$ cat src/rtl/axis_add_stage.sv
// axis_add_stage: AXI-Stream stage that adds ADD_VAL to every beat.
// Two-entry skid buffer (output register + skid register) so that
// S_AXIS_TREADY and every M_AXIS_* output come straight from flops.
//
// Handshake: a beat moves on a rising edge where VALID and READY are both 1;
// VALID never waits on READY, and once M_AXIS_TVALID is high M_AXIS_TDATA
// holds until the transfer completes.
module axis_add_stage #(
  parameter int unsigned DATA_WIDTH = 8,
  parameter int unsigned ADD_VAL    = 1,
  parameter int unsigned SATURATE   = 0
) (
  input  logic                  clk,
  input  logic                  rst_n,
  input  logic                  S_AXIS_TVALID,
  input  logic [DATA_WIDTH-1:0] S_AXIS_TDATA,
  output logic                  S_AXIS_TREADY,
  output logic                  M_AXIS_TVALID,
  output logic [DATA_WIDTH-1:0] M_AXIS_TDATA,
  input  logic                  M_AXIS_TREADY,
  output logic [31:0]           beat_count,
  output logic                  overflow
);

  // State encoding is {out_v, skid_v}; kept as a named signal so checkers
  // can observe it directly.
  typedef enum logic [1:0] {
    EMPTY = 2'b00,
    BUSY  = 2'b10,
    FULL  = 2'b11
  } state_t;

  localparam logic [DATA_WIDTH:0] ADD_EXT = (DATA_WIDTH+1)'(ADD_VAL);

  state_t                state;
  logic [DATA_WIDTH-1:0] skid_data;
  logic [DATA_WIDTH:0]   sum_full;
  logic [DATA_WIDTH-1:0] sum_val;
  logic                  carry;
  logic                  accept;
  logic                  xfer;

  assign accept = S_AXIS_TVALID & S_AXIS_TREADY;
  assign xfer   = M_AXIS_TVALID & M_AXIS_TREADY;

  // Sum is formed one bit wider so the carry reveals overflow.
  always_comb begin
    sum_full = {1'b0, S_AXIS_TDATA} + ADD_EXT;
    carry    = sum_full[DATA_WIDTH];
    sum_val  = sum_full[DATA_WIDTH-1:0];
    if (carry && (SATURATE != 0)) begin
      sum_val = {DATA_WIDTH{1'b1}};
    end
  end

  assign M_AXIS_TVALID = state[1];

  // Skid-buffer state machine, data registers, counters and sticky flag.
  // S_AXIS_TREADY is loaded with !skid_v of the next state.
  always_ff @(posedge clk) begin
    if (!rst_n) begin
      state         <= EMPTY;
      M_AXIS_TDATA  <= '0;
      skid_data     <= '0;
      S_AXIS_TREADY <= 1'b1;
      beat_count    <= 32'd0;
      overflow      <= 1'b0;
    end else begin
      if (accept && carry) begin
        overflow <= 1'b1;
      end
      if (xfer) begin
        beat_count <= beat_count + 32'd1;
      end
      case (state)
        EMPTY: begin
          if (accept) begin
            M_AXIS_TDATA <= sum_val;
            state        <= BUSY;
          end
          S_AXIS_TREADY <= 1'b1;
        end
        BUSY: begin
          if (accept && xfer) begin
            M_AXIS_TDATA  <= sum_val;
            S_AXIS_TREADY <= 1'b1;
          end else if (accept) begin
            skid_data     <= sum_val;
            state         <= FULL;
            S_AXIS_TREADY <= 1'b0;
          end else if (xfer) begin
            state         <= EMPTY;
            S_AXIS_TREADY <= 1'b1;
          end else begin
            S_AXIS_TREADY <= 1'b1;
          end
        end
        FULL: begin
          // Upstream is stalled here, so only the downstream side can move.
          if (xfer) begin
            M_AXIS_TDATA  <= skid_data;
            state         <= BUSY;
            S_AXIS_TREADY <= 1'b1;
          end else begin
            S_AXIS_TREADY <= 1'b0;
          end
        end
        default: begin
          state         <= EMPTY;
          S_AXIS_TREADY <= 1'b1;
        end
      endcase
    end
  end

endmodule

$ cat config.mk
export PLATFORM = sky130hd
export DESIGN_NAME = axis_add_stage
export DESIGN_NICKNAME = d
export VERILOG_FILES = /design/src/rtl/axis_add_stage.sv
export SDC_FILE = /design/constraint.sdc
export NUM_CORES = 1
export LEC_CHECK = 0
export ABC_CLOCK_PERIOD_IN_PS = 2670
export BUFFER_PORTS_ARGS = -buffer_cell sky130_fd_sc_hd__buf_2
export CAP_MARGIN = 10
export CORE_ASPECT_RATIO = 1.5
export CORE_UTILIZATION = 40
export DETAILED_ROUTE_END_ITERATION = 10
export PLACE_DENSITY_LB_ADDON = 0.1
export SLEW_MARGIN = 5
export SYNTH_ARGS = -nofsm -noshare
export SYNTH_HDL_FRONTEND = slang
export SYNTH_SLANG_ARGS = --single-unit
$ cat constraint.sdc
create_clock -name clk -period 2.67 [get_ports clk]
set_input_delay 0.1335 -clock clk [delete_from_list [all_inputs] [get_ports clk]]
set_output_delay 0.1335 -clock clk [all_outputs]
set_load 0.01 [all_outputs]
==> results.py <==
metrics = {
    "status": {
        "outcome": "finished clean",
    },
    "hold_path": {
        "min_to": "skid_data[0]$_SDFFE_PN0P_",
        "worstHoldStart": "S_AXIS_TDATA[0]",
        "worstHoldPathCells": 2,
        "worstHoldPathType": "in2reg",
    },
    "clock_tree": {
        "post_cts_hold_buffer_count": 0,
        "htreeDepth": 2,
        "cts_inserted_buffers": 5,
        "clock_insertion_delay_worst_skew_ps": 300,
        "post-cts-setup-buffers": 0,
        "clk_pin_slew_worst_paths_ps": 90,
        "clk_root_buffer_cell": "sky130_fd_sc_hd__clkbuf_8",
        "cts.repair.resized": 0,
        "cts_buffer_depth": 2,
        "tritoncts_clock_tree": "done",
        "clock_sinks": 52,
    },
    "sta": {
        "final_period_minus_worst_setup_slack_ps": 2130,
        "worst_pin_slew_ps": 809,
        "finalCritPeriodShare": 0.796,
        "finalSetupViolCount": 0,
        "max-slew-margin-rel": 0.456,
        "worst_slack_ps": 544,
        "grt_setup_unrepaired": "no",
        "timing.fmax_ghz": 0.470,
        "setup_tns_ps": 0,
        "clock_skew_ps": 8.26,
        "slew_violations": 0,
        "hold_violations": 0,
    },
    "die": {
        "initial_utilization": 0.416,
        "floorplan.die.width_um": 67.4,
        "fp.dieArea_um2": 6750,
        "row_count": 35,
        "dieHeight_um": 100,
        "total_core_area_um2": 6170,
        "top_level_ports": 55,
    },
    "yosys": {
        "synth_flop_cell": "sky130_fd_sc_hd__dfxtp_1",
        "synth-seq-cells": 52,
        "yosys-top-cells-area": "sky130_fd_sc_hd__dfxtp_1 41%, sky130_fd_sc_hd__a21oi_1 4.5%, sky130_fd_sc_hd__nand2_1 4.4%",
        "syn-instance-count": 303,
        "netlist.top_cell.by_area": "sky130_fd_sc_hd__dfxtp_1",
        "synthDominantCellAreaShare": 0.406,
        "synth_edf_count": 0,
        "synthesis.area_per_instance_um2": 8.47,
        "yosysSeqAreaShare": 0.406,
        "synthesis.nets": 321,
        "synthDistinctLibCells": 41,
        "async_flop_share": 0,
        "mappedNetlistArea_um2": 2570,
        "yosys_warning_total": 0,
    },
    "routing": {
        "drc_errors": 0,
        "post_drt_via_cell_ratio": 5.61,
        "finalWirelength_um": 6340,
        "drtPass1Iterations": 4,
        "ant_nets": 0,
        "route.detailed.wl_per_inst_um": 14.7,
        "vias": 2418,
        "drt_first_iter_violations": 165,
    },
    "flow_run": {
        "maxCapViolations": 0,
    },
    "grt": {
        "first_global_vias": 2297,
        "wire_length_of_the_first_global_routing_pass_um": 10800,
        "track_usage": 0.207,
        "overflow": 0,
        "grt_antenna_before_repair": 0,
        "grt_start_max_net_pins": 25,
    },
    "finish": {
        "post_layout_nonfiller_instances": 431,
        "final_cell_mix": "54 x sky130_fd_sc_hd__buf_2, 52 x sky130_fd_sc_hd__dfxtp_1, 30 x sky130_fd_sc_hd__nand2_1",
        "layout_commonest_cell": "sky130_fd_sc_hd__buf_2",
        "final_cell_area_um2": 3010,
        "drive_above_1_share": 0.221,
        "area.growth.synth_to_final_pct": 17.2,
        "diodes": 0,
        "fin_nets": 374,
    },
    "placement": {
        "post-place-ws_ps": 565,
        "postPlaceCellArea_um2": 2920,
        "dp_cells": 423,
        "finalWeightedCongestion": 0.845,
        "port-buffer-count": 54,
        "detailed_placement_hpwl_um": 4680,
    },
    "pwr": {
        "irDropWorstVdd_uv": 415,
        "power_density_nw_per_um2": 617,
        "p_leak_uw": 0.00119,
    },
    "setup_path": {
        "critPathRequiredTime_ps": 2910,
        "crit_slowest_cell": "sky130_fd_sc_hd__or4b_4",
        "critical_path.max_fanout": 12,
        "ff2ff_path_depth": 4,
        "slowest_delay_ps": 550,
        "timing.critical_path.cells": "and4_4, or4b_4, or4_1, a21oi_1",
        "path_class": "reg2reg",
        "rrSetupSlack_ps": 540,
        "critical_path.reg2reg.endpoint": "beat_count[20]$_SDFFE_PN0P_",
        "element_type_at_the_critical_path_end": "flop",
        "crit_path_start_kind": "flop",
        "arrival_ps": 2370,
        "r2r-start": "state[1]$_SDFFE_PN0P_",
    },
}
==> sequential cells by signal, summed over array words and instances, names as in the netlist <==
| signal | cells |
|---|---|
| state | 2 |
| overflow | 1 |
| beat_count | 32 |
| M_AXIS_TDATA | 8 |
| S_AXIS_TREADY | 1 |
| skid_data | 8 |
==> worst max-delay path, delay by kind of cell, from the launching register on <==
family	cells	cell delay [ps]
flops	1	540
compound gates	1	140
simple gates	3	1390
==> cell families (layout without fill, tap and decap cells) <==
family,after synthesis,after routing,synth area share
AOI/OAI and AO/OA,69,69,0.171
xor gates and xnor gates,15,15,0.0512
adders and majority gates,6,6,0.0293
buffers and inverters,22,76,0.0366
DFF,52,52,0.406
muxes,8,8,0.0312
and+or+nand+nor,131,131,0.275
==> final cells by class <==
type	count	area, um2
repair buffers	62	330
well taps	74	92.6
fillers	629	3170
clock buffers	8	90.1
inverters	6	22.5
flip-flops and latches	52	1040
multi-input cells	229	1430
==> through the flow <==
stage	power, uW	hold slack, ps	util
after global placement	1400	380	0.473
after detailed placement	1410	388	0.473
after global routing	1980	59.8	0.487
final	1850	74.5	0.487
after floorplan	1250	229	-
after CTS	1880	58.4	0.487
==> synth_stat cells, types with 3 or more instances <==
master,instances
sky130_fd_sc_hd__a211oi_1,5
sky130_fd_sc_hd__a21oi_1,23
sky130_fd_sc_hd__and3_1,6
sky130_fd_sc_hd__buf_2,3
sky130_fd_sc_hd__clkbuf_1,12
sky130_fd_sc_hd__dfxtp_1,52
sky130_fd_sc_hd__ha_1,6
sky130_fd_sc_hd__inv_1,6
sky130_fd_sc_hd__mux2i_1,8
sky130_fd_sc_hd__nand2_1,30
sky130_fd_sc_hd__nand2b_1,5
sky130_fd_sc_hd__nand3_1,17
sky130_fd_sc_hd__nand4_1,15
sky130_fd_sc_hd__nor2_1,23
sky130_fd_sc_hd__nor3_1,4
sky130_fd_sc_hd__nor4_1,3
sky130_fd_sc_hd__o21a_1,5
sky130_fd_sc_hd__o21ai_0,13
sky130_fd_sc_hd__o22ai_1,3
sky130_fd_sc_hd__o31ai_1,9
sky130_fd_sc_hd__or2_2,3
sky130_fd_sc_hd__or3_1,4
sky130_fd_sc_hd__or4_1,11
sky130_fd_sc_hd__xnor2_1,6
sky130_fd_sc_hd__xor2_1,9
==> power by group <==
part           switching (uW)  total (uW)  internal (uW)
Sequential               61.1         918            856
Clock                     256         468            212
Combinational             263         470            206
Total                     580        1850           1280
==> layer usage <==
| layer | GRT usage | wire length [um] | vias up | part of all wire |
|---|---|---|---|---|
| met3 | 0.0330 | 208 | 13 | 0.033 |
| met4 | 0.0867 | 142 | 0 | 0.022 |
| met1 | 0.237 | 2630 | 1131 | 0.42 |
| li1 | - | - | 1219 | - |
| met2 | 0.367 | 3360 | 55 | 0.53 |
| met5 | 0 | 0 | - | 0 |
==> how the worst max path moves through the flow <==
| stage | from | endpoint |
|---|---|---|
| after floorplan | state[1]$_SDFFE_PN0P_ | M_AXIS_TDATA[6]$_SDFFE_PN0P_ |
| after global placement | state[1]$_SDFFE_PN0P_ | beat_count[22]$_SDFFE_PN0P_ |
| after detailed placement | state[1]$_SDFFE_PN0P_ | M_AXIS_TDATA[5]$_SDFFE_PN0P_ |
| after CTS | state[1]$_SDFFE_PN0P_ | beat_count[20]$_SDFFE_PN0P_ |
| after global routing | beat_count[3]$_SDFFE_PN0P_ | beat_count[31]$_SDFFE_PN0P_ |
| final | state[1]$_SDFFE_PN0P_ | beat_count[20]$_SDFFE_PN0P_ |
(Power assumes the default switching activity.)
